$ cat config.mk
export PLATFORM = sky130hd
export DESIGN_NAME = mod_10_counter
export DESIGN_NICKNAME = d
export VERILOG_FILES = /design/src/rtl/mod_10_counter.sv
export SDC_FILE = /design/constraint.sdc
export NUM_CORES = 1
export LEC_CHECK = 0
export ABC_CLOCK_PERIOD_IN_PS = 1700
export CAP_MARGIN = 5
export CORE_AREA = 3 3 40 42
export CTS_BUF_LIST = sky130_fd_sc_hd__clkbuf_16
export CTS_CLUSTER_DIAMETER = 100
export DETAILED_ROUTE_END_ITERATION = 7
export DIE_AREA = 0 0 43 45
export SYNTH_ARGS = -nofsm -noshare
export SYNTH_HDL_FRONTEND = slang
export SYNTH_SLANG_ARGS = --single-unit
$ cat constraint.sdc
create_clock -name clk -period 1.7 [get_ports clk]
set_clock_uncertainty 0.2 [all_clocks]
set_input_delay 0.34 -clock clk [delete_from_list [all_inputs] [get_ports clk]]
set_output_delay 0.34 -clock clk [all_outputs]
set_load 0.1 [all_outputs]
$ cat src/rtl/mod_10_counter.sv
// Modulo-N up-counter with terminal-count flag, wrap carry pulse and a
// seven-segment decode of the current count. The default build is a decade
// counter (0..9).
//
// Note: rst_n is asserted high and acts asynchronously. The name is kept
// for compatibility with existing instantiations.
module mod_10_counter #(
  parameter int unsigned WIDTH   = 4,
  parameter int unsigned MODULUS = 10
) (
  input  logic             clk,
  input  logic             rst_n,
  output logic [WIDTH-1:0] q,
  output logic             tc,
  output logic             carry,
  output logic [6:0]       seg
);

  // Last legal count value, and the increment step, both at count width.
  localparam logic [WIDTH-1:0] LAST = WIDTH'(MODULUS - 1);
  localparam logic [WIDTH-1:0] ONE  = WIDTH'(1);

  // Seven-segment patterns, bit order {g,f,e,d,c,b,a}, active high.
  localparam logic [6:0] SEG_0     = 7'b0111111;
  localparam logic [6:0] SEG_1     = 7'b0000110;
  localparam logic [6:0] SEG_2     = 7'b1011011;
  localparam logic [6:0] SEG_3     = 7'b1001111;
  localparam logic [6:0] SEG_4     = 7'b1100110;
  localparam logic [6:0] SEG_5     = 7'b1101101;
  localparam logic [6:0] SEG_6     = 7'b1111101;
  localparam logic [6:0] SEG_7     = 7'b0000111;
  localparam logic [6:0] SEG_8     = 7'b1111111;
  localparam logic [6:0] SEG_9     = 7'b1101111;
  localparam logic [6:0] SEG_BLANK = 7'b0000000;

  logic             at_last;
  logic             out_of_range;
  logic [WIDTH-1:0] q_next;
  logic [31:0]      q_wide;

  assign at_last      = (q == LAST);
  assign out_of_range = (q > LAST);
  assign q_wide       = 32'(q);

  // Terminal count is decoded directly from the registered count.
  assign tc = at_last;

  // Next count. Both the wrap and the recovery from an illegal value load
  // zero explicitly, so nothing relies on natural 2**WIDTH rollover.
  always_comb begin
    q_next = q + ONE;
    if (at_last || out_of_range) begin
      q_next = '0;
    end
  end

  // Count register; reset clears it without waiting for a clock edge.
  always_ff @(posedge clk or posedge rst_n) begin
    if (rst_n) begin
      q <= '0;
    end else begin
      q <= q_next;
    end
  end

  // Carry is high for the single cycle after a MODULUS-1 -> 0 wrap. An
  // illegal-value recovery to zero is not a wrap and does not pulse it.
  always_ff @(posedge clk or posedge rst_n) begin
    if (rst_n) begin
      carry <= 1'b0;
    end else begin
      carry <= at_last;
    end
  end

  // Decimal digit to seven-segment decode; anything above 9 blanks the digit.
  always_comb begin
    seg = SEG_BLANK;
    case (q_wide)
      32'd0:   seg = SEG_0;
      32'd1:   seg = SEG_1;
      32'd2:   seg = SEG_2;
      32'd3:   seg = SEG_3;
      32'd4:   seg = SEG_4;
      32'd5:   seg = SEG_5;
      32'd6:   seg = SEG_6;
      32'd7:   seg = SEG_7;
      32'd8:   seg = SEG_8;
      32'd9:   seg = SEG_9;
      default: seg = SEG_BLANK;
    endcase
  end

endmodule

---- After elaboration in Yosys (flattened, before gate mapping) ----
Memory sizes are Yosys's and may differ from the RTL's.
Cells that the tools add are included.
word-level totals
  memory bits (read-only) ................. 112
  logic and storage cells ................. 8
  register bits ........................... 5
  memories kept ........................... 1
  output and inout bits ................... 13
  input port bits ......................... 2
memories
  name              depth  width  read ports  clocked after Yosys merged registers in  write ports  line  text
  (name not given)  16     7      1           0                                        0            79    case (q_wide)
cells by class
  equal/unequal tests ..................... 1
  reductions and logical operators ........ 1
  add/sub/neg operators ................... 1
  order comparisons ....................... 1
  mux-type cells .......................... 1
operators with widths
  kind                   count
  $add A4 B1 Y4 const B  1
  $eq A4 B4 Y1 const B   1
  $gt A4 B4 Y1 const B   1
  $mux W4                1
  $logic_or A1 B1 Y1     1

---- Logic depth before layout (Yosys ltp) ----
  depth in word-level cells ............... 3
  depth in mapped cells ................... 5
  gate-level depth less buffers ........... 5

---- Least setup slack after synthesis ----
Ideal clock, no wire load.
  kind .................................... flip-flop to output port
  start ................................... reg q[1]
  end ..................................... out seg[3]
  buffers on the path ..................... 0
  setup slack ............................. -2,641 ps
  data arrival time ....................... 3,801 ps
  stages on the path, launching flop included .. 5
  data required time ...................... 1,160 ps
  cell sequence ........................... dfrtp_1 inv_1 ha_1 a21oi_1 o21ai_0
between the ends
  word-level cells in the longest chain between the ends .. 1
RTL lines
  element                 line  text
  start, declared         13    output logic [WIDTH-1:0] q,
  start signal, assigned  62    q <= q_next;
  $mem_v2 Z16 W7          n/a
  end, declared           16    output logic [6:0] seg
No other way between the ends.

---- Worst setup path after layout ----
  start ................................... reg q[0]
  end ..................................... out seg[6]
Same word-level chain as after synthesis.

==> metrics <==
Int Pwr 427 uW; Ports 15; Post-Syn Area 415 sq um; layout cells sized above 1 0.775; switch share 0.159; max_slew headroom 0.825; most frequent cells in the layout 14 x buf_12, 13 x buf_4, 5 x a21oi_2; pin count of the biggest net entering global routing 10; failing checks setup timing; Max Clock Freq 481 MHz; DR iter-0 viols 1; Worst Path Required 1160 ps; largest family of logic cells by synthesized area adder cells; CP Data Arrival Time ~1500 ps; Yosys reg bits 5; routed len/inst 14.7 um; CTS Sinks 5; CTS clk-pin slew, worst paths 30 ps; outcome finished, violations left; final worst path period share 1.22; Unique masters post-synth 21; Tmin final 2080 ps; hold buffer count at CTS 0; CTS tree built; Clock Path Buffers 2; H-tree levels 1; critical path endpoint category primary output; Num CTS Buffers 3; Hold WS 136 ps; RSZ-0062 raised after global routing yes; Syn Inst Count 47; Pre-antenna DRT Iters 2; worst hold path type in -> async; total congestion overflow 0; Comb pwr share 0.010; Placer Congestion 0.865; post-route antenna net violation count 0; Final Slew Violations 0; n_diodes 0; Initial Util 0.323; Core ar. 1280 sq um; mux cell area share after synthesis 0; vias in the first global route 535; most common cell after layout, fill and taps aside buf_12; max_cap viols 0; Vias/cell 4.86; GRT Total Usage 0.188; fin nets 91; Final WS setup -377 ps; initial antenna violation count 0; clock share of power 0.754; Root Driver clkbuf_16; Buffers on Ports 14; adder-cell share of the synthesized area 0.241; utilization after layout 0.872; switching pwr 80.5 uW; compound-gate portion of the synthesized area 0.205; routed via count 462; sequential area share after synthesis 0.301; post-synth net total 57; Die ar. between 1500 and 2000 sq um; sequential share of power 0.236; Critical Path Start Type flip-flop; Area Overhead vs Synth 170%; row count 13; fill cell count between 50 and 60; Hold Vio Cnt, Final 0; first-pass GRT wire length 2620 um; Chip Height between 40 and 50 um; Peak VDD IR 0.815 mV; Post-Synth XOR/XNOR Area 0.0211; yosys warns 0; Final Setup Violations 9; PD cells about 450 nW/um^2; die span in x ~43 um; post-synthesis simple-gate area fraction 0.139; Lkg Pwr 0.499 nW; worst-margin pin slew 262 ps; Routed WL 1400 um; syn_area_per_cell 8.84 sq um; Power, Total 507 uW; Crit Path Class reg -> out; Clk Latency, worst-skew pair 230 ps; DP HPWL 1090 um; maximum fanout along the worst path 4; drc violations 0
## flip-flops by register name, summed over array words and instances, names as in the netlist
register and count:
carry 1, q 4
## stage by stage
step / area (sq um) / TNS [ps] / std cells / setup slack (ps)
finish: 1120 / -2600 / 95 / -377
CTS: 1110 / -2680 / 95 / -387
floorplan: 584 / -3240 / 47 / -526
detailed placement: 976 / -840 / 89 / -147
global placement: 976 / -614 / 89 / -113
global route: 1120 / -2940 / 95 / -419
## final timing paths
path                        from      to  slack [ps]  cells past startpoint
max                         q[0]  seg[6]        -380                      5
min                        rst_n    q[3]         140                      2
max reg2reg                 q[0]    q[1]         110                      5
min reg2reg                 q[2]    q[3]         540                      3
max in group asynchronous  rst_n    q[2]         960                      2
min in group clk            q[2]    q[3]         540                      3
## logic make-up (layout without fill, tap and decap cells)
logic type / after synthesis / in the layout
AOI/OAI and AO/OA: 15 / 15
xor gates and xnor gates: 1 / 1
adders and majority gates: 8 / 8
buffers and inverters: 8 / 41
DFF: 5 / 5
and+or+nand+nor: 10 / 10
## area by class of cell
type | count | area [sq um] | share of cell area
clock buffer | 3 | 75.1 | 0.0670
clock inverter | 1 | 3.75 | 0.00335
inverter | 6 | 35.0 | 0.0312
multi-input combinational | 34 | 427 | 0.381
sequential | 5 | 140 | 0.125
tap | 15 | 18.8 | 0.0167
timing repair buffer | 31 | 422 | 0.376
## worst max-delay path, stage by stage (launching register included)
cell	delay, ps
dfrtp_4	520
ha_4	170
and2b_1	230
a21oi_2	60
o21ai_4	150
buf_12	190
## synthesized netlist by cell type
library cell	instances	area share
ha_1	8	0.24
a21oi_1	6	0.072
dfrtp_1	5	0.30
inv_1	5	0.045
o21ai_0	4	0.048
and2_1	2	0.030
nand2_1	2	0.018
o21ai_1	2	0.024
a22o_2	1	0.024
a31oi_1	1	0.015
and2b_1	1	0.018
and3_2	1	0.018
buf_2	1	0.012
buf_6	1	0.027
inv_2	1	0.0090
nand2b_1	1	0.015
nand3_1	1	0.012
nand3b_1	1	0.018
nor2_1	1	0.0090
o32ai_1	1	0.021
xnor2_1	1	0.021
## power by group through the flow
stage | clock network, mW | logic (mW) | registers [mW]
after floorplan | 0 | 0.00194 | 0.121
after global placement | 0 | 0.00461 | 0.121
after detailed placement | 0 | 0.00488 | 0.121
after CTS | 0.389 | 0.00522 | 0.120
after global routing | 0.400 | 0.00560 | 0.120
final | 0.382 | 0.00499 | 0.120
## repair_timing
item | in CTS | in global routing
pin swaps | 3 | 1
setup buffers | 2 | 0
resized for setup | 9 | 2
setup endpoints to repair | 11 | 13
## routing by layer
metal | global-route usage | part of all wire
met1 | 0.206 | 0.38
met2 | 0.338 | 0.54
met3 | 0.0359 | 0.039
met4 | 0.114 | 0.041
met5 | 0 | 0
Power figures use the tool's default switching activity.
